===== config.mk =====
export PLATFORM = sky130hd
export DESIGN_NAME = ifetch_buf
export DESIGN_NICKNAME = d
export VERILOG_FILES = /design/src/rtl/ifetch_buf_pkg.sv /design/src/rtl/ifetch_buf_mem.sv /design/src/rtl/ifetch_buf.sv
export SDC_FILE = /design/constraint.sdc
export NUM_CORES = 1
export LEC_CHECK = 0
export ABC_AREA = 1
export BUFFER_PORTS_ARGS = -buffer_cell sky130_fd_sc_hd__buf_2
export CORE_UTILIZATION = 53
export DETAILED_ROUTE_END_ITERATION = 8
export GPL_ROUTABILITY_DRIVEN = 0
export PLACE_DENSITY = 0.87
export RECOVER_POWER = 50
export SYNTH_ARGS = -nofsm -noshare
export SYNTH_HDL_FRONTEND = slang
export SYNTH_SLANG_ARGS = --single-unit
export TNS_END_PERCENT = 20

===== constraint.sdc =====
create_clock -name clk -period 2.41 [get_ports clk]
set_clock_uncertainty 0.05 [all_clocks]
set_input_delay 0.1205 -clock clk [delete_from_list [all_inputs] [get_ports clk]]
set_output_delay 0.1205 -clock clk [all_outputs]
set_load 0.02 [all_outputs]

===== src/rtl/ifetch_buf_pkg.sv =====
// -----------------------------------------------------------------------------
// ifetch_buf_pkg
//   Shared definitions for the instruction prefetch queue: bus widths, the
//   NOP encoding presented when the queue is empty, the zero word, and the
//   packed {inst, addr} entry stored per queue slot.
// -----------------------------------------------------------------------------
package ifetch_buf_pkg;

   localparam int InstBus     = 32;
   localparam int InstAddrBus = 32;

   // addi x0, x0, 0 -- harmless filler for the decode stage
   localparam logic [InstBus-1:0]     INST_NOP = 32'h0000_0013;
   localparam logic [InstAddrBus-1:0] ZeroWord = 32'h0000_0000;

   typedef struct packed {
      logic [InstBus-1:0]     inst;
      logic [InstAddrBus-1:0] addr;
   } entry_t;

   localparam entry_t ENTRY_ZERO = '{inst: '0, addr: ZeroWord};

endpackage : ifetch_buf_pkg


===== src/rtl/ifetch_buf_mem.sv =====
// -----------------------------------------------------------------------------
// ifetch_buf_mem
//   DEPTH-entry register array, one synchronous write port and one
//   asynchronous read port. Word = {inst, addr}.
// Ports:
//   clk, rstn      clock, asynchronous active-low reset (clears all entries)
//   we_i           write enable
//   waddr_i        write slot
//   wdata_i        entry to write
//   raddr_i        read slot
//   rdata_o        entry at raddr_i (combinational)
// -----------------------------------------------------------------------------
module ifetch_buf_mem
   import ifetch_buf_pkg::*;
#(
   parameter  int DEPTH = 4,
   localparam int AW    = $clog2(DEPTH)
) (
   input  logic          clk,
   input  logic          rstn,
   input  logic          we_i,
   input  logic [AW-1:0] waddr_i,
   input  entry_t        wdata_i,
   input  logic [AW-1:0] raddr_i,
   output entry_t        rdata_o
);

   entry_t mem_q [DEPTH];
   entry_t mem_d [DEPTH];

   always_comb begin
      mem_d = mem_q;
      if (we_i) begin
         mem_d[waddr_i] = wdata_i;
      end
   end

   // NOTE: the array sits in the reset domain on purpose -- entries must read
   // back as zero after reset, so this stays flops rather than a RAM macro.
   always_ff @(posedge clk or negedge rstn) begin
      if (!rstn) begin
         for (int i = 0; i < DEPTH; i++) begin
            mem_q[i] <= ENTRY_ZERO;
         end
      end else begin
         mem_q <= mem_d;
      end
   end

   assign rdata_o = mem_q[raddr_i];

endmodule : ifetch_buf_mem


===== src/rtl/ifetch_buf.sv =====
// -----------------------------------------------------------------------------
// ifetch_buf
//   Instruction prefetch queue between fetch (pc + rom) and the if_id
//   register. Fetch keeps pushing {inst, addr} pairs while decode stalls;
//   decode pops in order. A flush (jump redirect / prediction failure) empties
//   the queue so no wrong-path instruction reaches decode.
// Ports:
//   clk, rstn             clock, asynchronous active-low reset
//   flush_i               discard all entries, clear overflow flag
//   push_i, inst_i,
//   instaddr_i            fetch side entry
//   full_o                no free entry; fetch holds pc
//   pop_i                 decode consumes head entry
//   valid_o, inst_o,
//   instaddr_o            head entry (NOP / 0 when empty)
//   count_o               occupancy 0..DEPTH
//   ovf_o                 sticky: a push was dropped
// -----------------------------------------------------------------------------
module ifetch_buf
   import ifetch_buf_pkg::*;
#(
   parameter  int DEPTH = 4,
   localparam int AW    = $clog2(DEPTH)
) (
   input  logic                   clk,
   input  logic                   rstn,
   input  logic                   flush_i,
   input  logic                   push_i,
   input  logic [InstBus-1:0]     inst_i,
   input  logic [InstAddrBus-1:0] instaddr_i,
   output logic                   full_o,
   input  logic                   pop_i,
   output logic                   valid_o,
   output logic [InstBus-1:0]     inst_o,
   output logic [InstAddrBus-1:0] instaddr_o,
   output logic [AW:0]            count_o,
   output logic                   ovf_o
);

   localparam int CW = AW + 1;

   logic [AW-1:0] wr_ptr_q, wr_ptr_d;
   logic [AW-1:0] rd_ptr_q, rd_ptr_d;
   logic [CW-1:0] count_q,  count_d;
   logic          ovf_q,    ovf_d;

   logic   push_acc;
   logic   pop_acc;
   entry_t head;
   entry_t wr_entry;

   assign valid_o = (count_q != '0);
   assign full_o  = (count_q == CW'(DEPTH));

   // A pop frees a slot in the same cycle, so a full queue may still accept.
   assign pop_acc  = pop_i && valid_o && !flush_i;
   assign push_acc = push_i && (!full_o || pop_acc) && !flush_i;

   assign wr_entry = '{inst: inst_i, addr: instaddr_i};

   // NOTE: every always_comb output gets a default first, so no path through
   // the block leaves a value unassigned and no latch is inferred.
   always_comb begin
      wr_ptr_d = wr_ptr_q;
      rd_ptr_d = rd_ptr_q;
      count_d  = count_q;
      ovf_d    = ovf_q;

      if (flush_i) begin
         wr_ptr_d = '0;
         rd_ptr_d = '0;
         count_d  = '0;
         ovf_d    = 1'b0;
      end else begin
         if (push_acc) wr_ptr_d = wr_ptr_q + AW'(1);
         if (pop_acc)  rd_ptr_d = rd_ptr_q + AW'(1);
         count_d = count_q + CW'(push_acc) - CW'(pop_acc);
         if (push_i && !push_acc) ovf_d = 1'b1;
      end
   end

   // NOTE: state flops use non-blocking assignments so all of them sample
   // the same pre-edge values regardless of statement order.
   always_ff @(posedge clk or negedge rstn) begin
      if (!rstn) begin
         wr_ptr_q <= '0;
         rd_ptr_q <= '0;
         count_q  <= '0;
         ovf_q    <= 1'b0;
      end else begin
         wr_ptr_q <= wr_ptr_d;
         rd_ptr_q <= rd_ptr_d;
         count_q  <= count_d;
         ovf_q    <= ovf_d;
      end
   end

   ifetch_buf_mem #(
      .DEPTH (DEPTH)
   ) u_mem (
      .clk     (clk),
      .rstn    (rstn),
      .we_i    (push_acc),
      .waddr_i (wr_ptr_q),
      .wdata_i (wr_entry),
      .raddr_i (rd_ptr_q),
      .rdata_o (head)
   );

   // No bypass: the head is always read from storage, never from inst_i.
   assign inst_o     = valid_o ? head.inst : INST_NOP;
   assign instaddr_o = valid_o ? head.addr : ZeroWord;
   assign count_o    = count_q;
   assign ovf_o      = ovf_q;

endmodule : ifetch_buf


==> flow_summary.ini <==
[run_status]
status = finished clean

[final_layout]
layout_common_cells = 774 x nand2_1, 262 x dfrtp_1, 261 x nor2_1
layout_commonest_cell = nand2_1
drive_above_1_share = 0.121
diodes = 0
area_growth_pct = 19.9
nNetsFinal = 1887

[worst_setup_path]
crit_arrival_ns = 2.18
startpoint_type = register
path_class = reg2out
cp-end-kind = primary output
required_ns = 2.24
crit_fanout = 21

[detailed_routing]
avgRoutedWirePerCell_um = 16.1
firstDrtPassIters = 5
drt_iter0_markers = 1114
routed_wl_mm = 34.5
via_count = 11561
drc = 0
ant_nets = 0
via_per_inst = 5.40

[global_route]
grt_overflow = 0
grt_pass1_vias = 11595
antenna_found_initial = 0
grt_max_degree = 73
grt_pass1_wl_mm = 57.3
track_usage = 0.298

[sta]
tightestPinTransition_ns = 1.31
fmax_ghz = 0.425
finalWorstSetupSlack_ns = 0.0594
slew_viol_final = 0
rsz0062_at_grt = no
tns_ns = 0
final_hold_viol_count = 0
finalSetupViolCount = 0
min_period_ns = 2.35
slew_headroom = 0.129
timing.final.crit_share = 0.975

[power_and_ir_drop]
swShare = 0.400
combinationalPowerShare = 0.391
p_int_mw = 11.3
ir_worst_vdd_mv = 0.754
p_sw_mw = 7.54
seqPwrFrac = 0.394
p_leak_nw = 7.94
pwr-share-clk = 0.216
powerDensity_mw_per_mm2 = 1270

[floorplanning]
start_util = 0.543
die_x_um = 155
die_y_um = 155
die-area_mm2 = 0.0239
placementRows = 55
core_mm2 = 0.0228
num_io_pins = 139

[worst_hold_path]
hold_path.class = in2async

[clocking]
clock_path_buffers = 3
path_clk_slew_ns = 0.06
worstSkewPairLatency_ns = 0.53
ctsRootBufferMaster = clkbuf_16
htreeDepth = 1
cts_tree = built
cts_sinks = 264
numCtsBuffers = 28

[yosys]
syn_inst = 1633
synth.avg_cell_area_um2 = 7.57
ys_ff_latch = 264
ys_warn_count = 0
synth-seq-area-share = 0.534
synth_cell_type_count = 22
syn-num-nets = 1709
syn_area_mm2 = 0.0124

[placement]
port_buffers = 138
post-place-ws_ns = 0.266
post-dp-hpwl_mm = 19.3

[job]
drv_cap = 0
[state kept, by name (all words and copies together) (netlist names)]
name and count:
count_o 3, ovf_o 1, rd_ptr_q 2, wr_ptr_q 2, u_mem.mem_q 256
[critical path, stage by stage, from the launching register on]
cell and delay, ns:
dfrtp_4 0.55, buf_4 0.31, nor2_1 0.08, nor2_1 0.11, o21ai_0 0.13, a21oi_1 0.25, buf_2 0.21
[power by group through the flow]
stage	clock network, mW	logic [mW]	registers, mW
floorplan	0	4.97	7.16
global placement	0	6.90	7.32
detailed placement	0	7.10	7.41
CTS	4.13	7.29	7.37
global route	4.31	8.19	7.61
finish	4.07	7.35	7.41
[cell families (layout without fill, tap and decap cells)]
family / after synthesis / after routing / share of synthesized area
simple gates: 1051 / 1051 / 0.327
flops: 264 / 264 / 0.534
compound gates: 197 / 197 / 0.0820
buf+inv: 114 / 310 / 0.0493
fa+ha+maj: 7 / 7 / 0.00769
[Yosys cell counts]
library cell,number,area (um^2)
and3_1,1,6.26
buf_1,17,63.8
clkbuf_1,55,206
buf_6,24,270
o311ai_0,3,26.3
nand4_1,4,25.0
o211ai_4,1,21.3
ha_1,6,75.1
fa_1,1,20.0
clkinv_1,2,7.51
nand3_4,1,17.5
a21oi_1,65,325
inv_1,14,52.6
nor3_1,3,15.0
or2_2,1,6.26
dfrtp_1,264,6610
nor2_1,262,983
inv_2,1,3.75
o21ai_0,128,641
nand2_1,775,2910
nor2_8,4,80.1
buf_2,1,5.00
[repair_timing]
action	CTS	global route
cloned	0	0
endpoints found under the setup margin	37	40
setup buffers	0	1
resized for setup	6	5
pin swaps	0	0
hold buffers	68	0
hold endpoints to repair	392	0
[area by class of cell]
class,instances,area (um^2)
fill,1850,7950
clock buffer,43,838
timing repair buffer,245,1730
sequential,264,6610
tap,313,392
multi-input combinational,1255,5160
inverter,17,71.3
clock inverter,5,27.5
[path summary, 6_finish.rpt]
path                                                   start                            to  slack, ns  cells past startpoint
worst max-delay path                 rd_ptr_q[0]$_DFFE_PN0P_                     inst_o[2]       0.06                      6
worst min-delay path                                    rstn  u_mem.mem_q[233]$_DFFE_PN0P_       0.09                      2
worst max register to register          count_o[2]$_DFF_PN0_  u_mem.mem_q[187]$_DFFE_PN0P_       0.22                      6
worst min register to register  u_mem.mem_q[152]$_DFFE_PN0P_  u_mem.mem_q[152]$_DFFE_PN0P_       0.42                      2
max in group asynchronous                               rstn   u_mem.mem_q[83]$_DFFE_PN0P_       0.51                      3
min in group clk                               instaddr_i[7]    u_mem.mem_q[7]$_DFFE_PN0P_       0.31                      4
[routing by layer]
layer  global-route usage  share of wire  vias up
met5                    0              0        -
met4                0.112          0.028        0
met3               0.0342          0.086       86
met2                0.498           0.48      572
met1                0.401           0.41     5485
li1                     -              -     5418
[metrics by stage]
stage	power (mW)	utilization	hold slack (ns)	cells	cell area, um^2
3_5_place_dp	14.5	0.584	0.0889	2025	13300
5_1_grt	20.1	0.651	0.149	2142	14800
2_1_floorplan	12.1	-	-0.225	1633	12400
3_3_place_gp	14.2	0.584	0.0888	2025	13300
4_1_cts	18.8	0.652	0.122	2141	14900
6_report	18.8	0.651	0.0860	2142	14800
(Power assumes the default switching activity.)
